[src/rtl/key_vaild_ctrl_if.sv]
// key_vaild_ctrl_if: button-side and LED-enable signals of the key controller.
// The slave modport is the controller; the master modport is whatever drives
// the raw key and consumes the enable/flags (board pin model, LED block).
interface key_vaild_ctrl_if;
  logic key_in;     // raw push-button, active-low, asynchronous
  logic vaild;      // LED enable level
  logic key_flag;   // one-cycle pulse per debounced press
  logic key_state;  // debounced level, 1 = released
  logic long_flag;  // one-cycle pulse on long-press detection

  modport master (
    output key_in,
    input  vaild,
    input  key_flag,
    input  key_state,
    input  long_flag
  );

  modport slave (
    input  key_in,
    output vaild,
    output key_flag,
    output key_state,
    output long_flag
  );
endinterface

[src/rtl/key_vaild_ctrl.sv]
// key_vaild_ctrl: push-button debouncer that toggles the LED enable level
// `vaild` once per accepted press.
//
// Raw key -> two-flop synchroniser -> four-state debounce FSM
// (IDLE / P_FILT / DOWN / R_FILT). A press is accepted only after the key has
// been seen low for CNT_MAX consecutive cycles; any bounce back high restarts
// the filter, and a bounce on the terminal cycle still wins. Release is
// filtered the same way but raises no flag, so one physical press gives at
// most one key_flag.
//
// Optional feature, macro KEY_LONG_PRESS_EN: a hold of LONG_MAX cycles in DOWN
// pulses long_flag and forces vaild low. Without the macro there is no long
// counter, LONG_MAX is ignored and long_flag is tied low.
//
// All outputs come straight from flops; reset is synchronous, active-low.
module key_vaild_ctrl #(
  parameter int CNT_MAX  = 1_000_000,    // debounce window, >= 2
  parameter int LONG_MAX = 100_000_000   // long-press threshold, > CNT_MAX
) (
  input logic             sys_clk,
  input logic             rst_n,
  key_vaild_ctrl_if.slave kif
);

  localparam int            CW       = $clog2(CNT_MAX);
  localparam logic [CW-1:0] CNT_LAST = CW'(CNT_MAX - 1);

  typedef enum logic [1:0] {
    S_IDLE,    // released, waiting for key low
    S_P_FILT,  // key low, counting the press window
    S_DOWN,    // press accepted, waiting for key high
    S_R_FILT   // key high, counting the release window
  } state_t;

  logic          key_s0;
  logic          key_sync;
  state_t        state,       state_nxt;
  logic [CW-1:0] cnt,         cnt_nxt;
  logic          vaild_q,     vaild_nxt;
  logic          key_flag_q,  key_flag_nxt;
  logic          key_state_q, key_state_nxt;

`ifdef KEY_LONG_PRESS_EN
  localparam int             LCW       = $clog2(LONG_MAX);
  localparam logic [LCW-1:0] LCNT_LAST = LCW'(LONG_MAX - 1);

  // lcnt saturates at LCNT_LAST; long_done remembers that the pulse for this
  // press has already been issued so the saturated count cannot re-fire it.
  logic [LCW-1:0] lcnt,        lcnt_nxt;
  logic           long_done,   long_done_nxt;
  logic           long_flag_q, long_flag_nxt;
`endif

  // Two-flop synchroniser for the asynchronous key pin; idles released (1).
  // NOTE: every flop is written with <= so all registers sample the values
  // from before the edge; a blocking = here would collapse the two stages
  // into one in simulation and leave key_in metastable-prone in silicon.
  always_ff @(posedge sys_clk) begin
    if (!rst_n) begin
      key_s0   <= 1'b1;
      key_sync <= 1'b1;
    end else begin
      key_s0   <= kif.key_in;
      key_sync <= key_s0;
    end
  end

  // Debounce FSM next-state, counters and registered-output next values.
  // NOTE: every signal gets a default before the case so no path leaves it
  // unassigned; a missing default would infer a latch.
  always_comb begin
    state_nxt    = state;
    cnt_nxt      = cnt;
    vaild_nxt    = vaild_q;
    key_flag_nxt = 1'b0;

    unique case (state)
      S_IDLE: begin
        if (!key_sync) begin
          state_nxt = S_P_FILT;
          cnt_nxt   = '0;
        end
      end
      S_P_FILT: begin
        // A high sample is checked first so a bounce on the terminal cycle
        // rejects the press.
        if (key_sync) begin
          state_nxt = S_IDLE;
          cnt_nxt   = '0;
        end else if (cnt == CNT_LAST) begin
          state_nxt    = S_DOWN;
          cnt_nxt      = '0;
          key_flag_nxt = 1'b1;
          vaild_nxt    = ~vaild_q;
        end else begin
          cnt_nxt = cnt + 1'b1;
        end
      end
      S_DOWN: begin
        if (key_sync) begin
          state_nxt = S_R_FILT;
          cnt_nxt   = '0;
        end
      end
      S_R_FILT: begin
        if (!key_sync) begin
          state_nxt = S_DOWN;
          cnt_nxt   = '0;
        end else if (cnt == CNT_LAST) begin
          state_nxt = S_IDLE;
          cnt_nxt   = '0;
        end else begin
          cnt_nxt = cnt + 1'b1;
        end
      end
      default: begin
        state_nxt = S_IDLE;
        cnt_nxt   = '0;
      end
    endcase

    key_state_nxt = (state_nxt == S_IDLE) || (state_nxt == S_P_FILT);

`ifdef KEY_LONG_PRESS_EN
    lcnt_nxt      = lcnt;
    long_done_nxt = long_done;
    long_flag_nxt = 1'b0;
    if (state == S_P_FILT && state_nxt == S_DOWN) begin
      // Fresh press: restart the hold timer. A return from R_FILT does not
      // take this path, so a release bounce resumes the count.
      lcnt_nxt      = '0;
      long_done_nxt = 1'b0;
    end else if (state == S_DOWN) begin
      if (lcnt == LCNT_LAST) begin
        if (!long_done) begin
          long_flag_nxt = 1'b1;
          long_done_nxt = 1'b1;
          vaild_nxt     = 1'b0;
        end
      end else begin
        lcnt_nxt = lcnt + 1'b1;
      end
    end
`endif
  end

  // FSM state, debounce counter and registered outputs.
  always_ff @(posedge sys_clk) begin
    if (!rst_n) begin
      state       <= S_IDLE;
      cnt         <= '0;
      vaild_q     <= 1'b0;
      key_flag_q  <= 1'b0;
      key_state_q <= 1'b1;
    end else begin
      state       <= state_nxt;
      cnt         <= cnt_nxt;
      vaild_q     <= vaild_nxt;
      key_flag_q  <= key_flag_nxt;
      key_state_q <= key_state_nxt;
    end
  end

`ifdef KEY_LONG_PRESS_EN
  // Long-press hold timer and its one-shot pulse.
  always_ff @(posedge sys_clk) begin
    if (!rst_n) begin
      lcnt        <= '0;
      long_done   <= 1'b0;
      long_flag_q <= 1'b0;
    end else begin
      lcnt        <= lcnt_nxt;
      long_done   <= long_done_nxt;
      long_flag_q <= long_flag_nxt;
    end
  end

  assign kif.long_flag = long_flag_q;
`else
  assign kif.long_flag = 1'b0;
`endif

  assign kif.vaild     = vaild_q;
  assign kif.key_flag  = key_flag_q;
  assign kif.key_state = key_state_q;

endmodule

[src/flat_wrapper.sv]
// flat-port wrapper written by rule: the top's interface ports become plain ports
module key_vaild_ctrl_flat 
#(
  parameter int CNT_MAX  = 1_000_000,                            
  parameter int LONG_MAX = 100_000_000                                     
)
  (sys_clk, rst_n, kif_key_in, kif_vaild, kif_key_flag, kif_key_state, kif_long_flag);
  key_vaild_ctrl_if kif_i ();
  input logic sys_clk;
  input logic rst_n;
  input wire logic [$bits(kif_i.key_in)-1:0] kif_key_in;
  output wire logic [$bits(kif_i.vaild)-1:0] kif_vaild;
  output wire logic [$bits(kif_i.key_flag)-1:0] kif_key_flag;
  output wire logic [$bits(kif_i.key_state)-1:0] kif_key_state;
  output wire logic [$bits(kif_i.long_flag)-1:0] kif_long_flag;
  assign kif_i.key_in = kif_key_in;
  assign kif_vaild = kif_i.vaild;
  assign kif_key_flag = kif_i.key_flag;
  assign kif_key_state = kif_i.key_state;
  assign kif_long_flag = kif_i.long_flag;
  key_vaild_ctrl #(.CNT_MAX(CNT_MAX), .LONG_MAX(LONG_MAX)) u_core (.sys_clk(sys_clk), .rst_n(rst_n), .kif(kif_i));
endmodule
[config.mk]
export PLATFORM = sky130hd
export DESIGN_NAME = key_vaild_ctrl_flat
export DESIGN_NICKNAME = d
export VERILOG_FILES = /design/src/rtl/key_vaild_ctrl_if.sv /design/src/rtl/key_vaild_ctrl.sv /design/src/flat_wrapper.sv
export SDC_FILE = /design/constraint.sdc
export NUM_CORES = 1
export LEC_CHECK = 0
export ABC_CLOCK_PERIOD_IN_PS = 2100
export CAP_MARGIN = 25
export CORE_MARGIN = 4
export CORE_UTILIZATION = 55
export CTS_CLUSTER_SIZE = 20
export DETAILED_ROUTE_END_ITERATION = 10
export PLACE_DENSITY = 0.81
export SETUP_SLACK_MARGIN = 0.02
export SLEW_MARGIN = 20
export SYNTH_ARGS = -nofsm -noshare
export SYNTH_HDL_FRONTEND = slang
export SYNTH_SLANG_ARGS = --single-unit
[constraint.sdc]
create_clock -name sys_clk -period 2.1 [get_ports sys_clk]
set_input_delay 0.42 -clock sys_clk [delete_from_list [all_inputs] [get_ports sys_clk]]
set_output_delay 0.42 -clock sys_clk [all_outputs]
set_load 0.02 [all_outputs]
After elaboration in Yosys (flattened, before gate mapping)
Cells that the tools add are included.
Operators by class
  reduce and logical (&&, ||, !) cells: 6
  add/sub/neg operators: 1
  bitwise gates (word level): 4
  muxes and demuxes: 14
  equality and inequality tests: 7
Operators with widths (number)
  $mux W20: 5
  $pmux W20 S4: 1
  $add A20 B1 Y20 const B: 1
  $eq A20 B20 Y1 const B: 1
  $mux W2: 6
  $pmux W2 S4: 1
  $eq A2 B1 Y1 const B: 2
  $eq A2 B2 Y1 const B: 2
  $logic_not A2 Y1: 2
  $not A1 Y1: 4
  $reduce_and A3 Y1: 1
  $reduce_or A3 Y1: 1
  $ne A2 B1 Y1 const B: 1
  $ne A2 B2 Y1 const B: 1
  $reduce_and A2 Y1: 1
  $logic_or A1 B1 Y1: 1
  $mux W1: 1
Word-level totals
  output and inout port bits: 4
  register bits: 27
  input bits: 3
  word-level logic and storage cells: 39

Depth between registers and ports, before layout
  depth after elaboration: 6
  mapped depth: 7
  gate-level depth less buffers: 5

Worst setup path before layout
Ideal clock, no wire load.
  kind: reg-to-reg
  start: register u_core.cnt[0]
  end: register u_core.cnt[18]
  required time: 1.968 ns
  stages on the path, launching flop included: 8
  path slack: 0.362 ns
  clock period less this slack: 1.738 ns
  buffers on the path: 2
  data arrival time: 1.606 ns
  setup time: 0.132 ns
  cells stage by stage: dfxtp_1 -> ha_1 -> and3_1 -> buf_4 -> nand4b_2 -> o21ai_1 -> buf_2 -> a22oi_1
Between the ends
  longest elaborated chain between the ends: 4
  elaborated cells on any way between the ends: 6
  classes of those cells: 1 x add/sub; 1 x eq/ne; 4 x mux
RTL lines
  from (decl): line key_vaild_ctrl.sv:38  | logic [CW-1:0] cnt, cnt_nxt;
  from (signal assigned): line key_vaild_ctrl.sv:157  | cnt <= cnt_nxt;
  $add A20 B1 Y20 / $eq A20 B20 Y1 (equally long branches)
  $mux W20 (*): line key_vaild_ctrl.sv:90, key_vaild_ctrl.sv:109
  $mux W20, on equally long branches: line key_vaild_ctrl.sv:106, key_vaild_ctrl.sv:87
  $pmux W20 S4 (*): line key_vaild_ctrl.sv:77  | unique case (state)
Every way passes the cells marked *; elsewhere a longest branch is shown, timed or not.
A chain may end at the register's enable or synchronous reset.

Worst setup path in the final report
  start: register u_core.cnt[1]
  end: register u_core.vaild_q (netlist: u_core.kif.vaild)
Between the ends
  longest elaborated chain between the ends: 2
RTL lines
  $eq A20 B20 Y1: line key_vaild_ctrl.sv:90  | end else if (cnt == CNT_LAST) begin
  $reduce_and A3 Y1 (no line)
  to (signal assigned): line key_vaild_ctrl.sv:158  | vaild_q <= vaild_nxt;
  to (decl): line key_vaild_ctrl.sv:39  | logic vaild_q, vaild_nxt;
Every way passes these cells.

==> results.yml <==
run_status:
  outcome: "completed"
floorplanning:
  fp-row-count: 18
  die_w_um: 58.7
  fp.dieH_um: 58.7
  dieArea_um2: 3440
  core_um2: 2450
  pin_count: 7
  start_util_pct: 57.5
grt:
  grt-ovfl-total: 0
  grt.busiest_layer: "met2"
  grt_use_met1_pct: 24.4
  grt_max_degree: 16
  use_met2_pct: 30.8
  grt_usage_pct: 19.3
  grtUsageMet3_pct: 3.73
  grt_pass1_wl_um: 5150
  antenna_found_initial: 0
  grt_pass1_vias: 1205
synthesis:
  synth_ff_type: "dfxtp_1"
  synth_edf_count: 0
  ys_ff_latch: 27
  syn_inst: 149
  synth_area_um2: 1410
  seq_area_frac_synth_pct: 38.3
  ys_types: 43
  synthArstFlopShare_pct: 0
  syn_area_per_cell_um2: 9.48
  synth_nets: 153
  yosys_warnings: 0
sta:
  tightest_slew_ns: 0.542
  fin_skew_ns: 0.00342
  finalHoldViolCount: 0
  rsz0062_at_grt: "false"
  finalCritPeriodShare_pct: 88.8
  clock.fmax_mhz: 536
  slew_violations: 0
  slew_headroom_pct: 63.8
  period_minus_slack_ns: 1.86
  finalSetupViolCount: 0
  tns_ns: 0
finish:
  area_growth_pct: 8.95
  drive_above_1_share_pct: 14.6
  instances_no_fill: 188
  final_common_cell: "dfxtp_1"
  n_fill_cell: 199
  layout_common_cells: "dfxtp_1, o21ai_0, a21oi_1, nand2_1, a22oi_1"
  nets: 163
  antenna_cells: 0
routing:
  avgRoutedWirePerCell_um: 15.2
  vias_per_cell: 6.61
  ant_nets: 0
  vias: 1243
  post-route-drc-count: 0
  drt_first_pass_iters: 4
  drt-total-wl_um: 2850
  drt_iter0_drc: 31
critical_path:
  reg2reg_slack_ns: 0.24
  crit_start: "u_core.cnt[1]"
  reg2regPathDepth: 5
  r2r-end: "u_core.kif.vaild"
  crit_required_ns: 2.36
  crit_path_cell_trace: "ha_1 -> and3_2 -> nand4b_2 -> or4_1 -> a21oi_1"
  worstSetupEndpointType: "flop"
  max_stage_delay_ns: 0.54
  endpoint: "u_core.kif.vaild"
  critPathArrivalTime_ns: 2.13
  r2r_start: "u_core.cnt[1]"
  slowest_stage: "or4_1"
  crit_fanout: 8
  critical_path_class: "reg -> reg"
  start_kind: "flop"
place:
  dp_hpwl_um: 2050
  place.gp.congestion: 0.783
  port_buffers: 5
  dp.cells: 184
pwr:
  p_sw_mw: 0.177
  p_int_mw: 0.601
  ir_worst_vdd_v: 0.000374
  pwr-share-seq_pct: 66.4
  leakage_nw: 0.479
  netSwitchingFraction_pct: 22.7
  power.density_nw_per_um2: 505
  clockPowerShare_pct: 28.7
  comb_power_share_pct: 4.8
clocking:
  max-clock-path-buffers: 2
  cts_root_buf: "clkbuf_4"
  cts_sinks: 27
  cts_tree: "done"
  numCtsBuffers: 3
  htreeDepth: 1
  clk_latency_ns: 0.33
  clk_transition_reported_paths_ns: 0.14
flow_run:
  cap_violations: 0
min_path:
  worst_hold_path_type: "reg -> reg"
## cells by family after synthesis
family	synth area share [%]
adders and majority gates	0.886
and+or+nand+nor	26.4
DFF	38.3
other	0.265
xor gates and xnor gates	4.25
buffers and inverters	4.60
AOI/OAI and AO/OA	23.8
muxes	1.51
## flip-flops by register name, summed over array words and instances, names as in the netlist
signal                flops
u_core.key_sync           1
u_core.state              2
u_core.kif.vaild          1
u_core.kif.key_flag       1
u_core.kif.key_state      1
u_core.key_s0             1
u_core.cnt               20
## per-layer routing
| metal | vias to the layer above | share of wire, % |
|---|---|---|
| li1 | 593 | - |
| met1 | 611 | 45 |
| met2 | 33 | 49 |
| met3 | 6 | 3.7 |
| met4 | 0 | 2.5 |
| met5 | - | 0 |
## power by group through the flow
stage / Clock [mW] / Combinational [mW] / Sequential, mW
2_1_floorplan: 0 / 0.0240 / 0.528
3_3_place_gp: 0 / 0.0357 / 0.528
3_5_place_dp: 0 / 0.0368 / 0.528
4_1_cts: 0.234 / 0.0369 / 0.517
5_1_grt: 0.252 / 0.0407 / 0.518
6_report: 0.224 / 0.0375 / 0.517
## synth_stat cells, types with 2 or more instances
cell type  number  area (um^2)
a21oi_1        10         50.1
a22oi_1         9         67.6
and3_1          3         18.8
and4_1          3         26.3
buf_2           4         20.0
buf_4           3         22.5
dfxtp_1        27          541
inv_1           4         15.0
nand2_1         9         33.8
nand2b_1        3         18.8
nand3_1         4         20.0
nand4b_1        2         17.5
nor3_1          5         25.0
o2111ai_1       2         17.5
o2111ai_4       2         52.6
o211ai_1        5         37.5
o21ai_0        12         60.1
o31ai_1         3         22.5
or3_1           8         50.1
or4_1           4         30.0
or4b_1          2         20.0
xor2_1          4         35.0
## per-stage QoR
step	utilization, %	hold WS [ns]	total power, mW	cell area, um^2	worst slack [ns]
2_1_floorplan	-	0.386	0.552	1410	0.362
3_3_place_gp	61.5	0.404	0.564	1510	0.247
3_5_place_dp	61.5	0.397	0.565	1510	0.151
4_1_cts	62.6	0.437	0.788	1540	0.177
5_1_grt	62.7	0.458	0.810	1540	0.0525
6_report	62.7	0.440	0.778	1540	0.235
## layout make-up
cell class	count	area (um^2)	share of cell area, %
flip-flops and latches	27	542	35.2
repair buffers	12	103	6.67
well taps	30	37.5	2.44
multi-input cells	109	808	52.5
clock buffers	4	26.3	1.71
inverters	6	22.5	1.46
## worst max-delay path, delay by kind of cell (launching register included)
family,cells,cell delay (ns)
flops,1,0.40
simple gates,3,1.02
fa+ha+maj,1,0.21
compound gates,1,0.17
## worst min-delay path by stage
stage                     slack [ns]           from  cells after the start         endpoint
final                           0.44  u_core.key_s0                      1  u_core.key_sync
after CTS                       0.44  u_core.key_s0                      1  u_core.key_sync
after floorplan                 0.39  u_core.key_s0                      1  u_core.key_sync
after detailed placement        0.40  u_core.key_s0                      1  u_core.key_sync
after global routing            0.46  u_core.key_s0                      1  u_core.key_sync
after global placement          0.40  u_core.key_s0                      1  u_core.key_sync
## timing repair
action                     4_1_cts  5_1_grt
setup endpoints to repair        0        3
hold buffers                     0        0
buffers inserted                 0        0
resized for setup                0        2
Note: power is estimated with default switching activity, not from simulation.
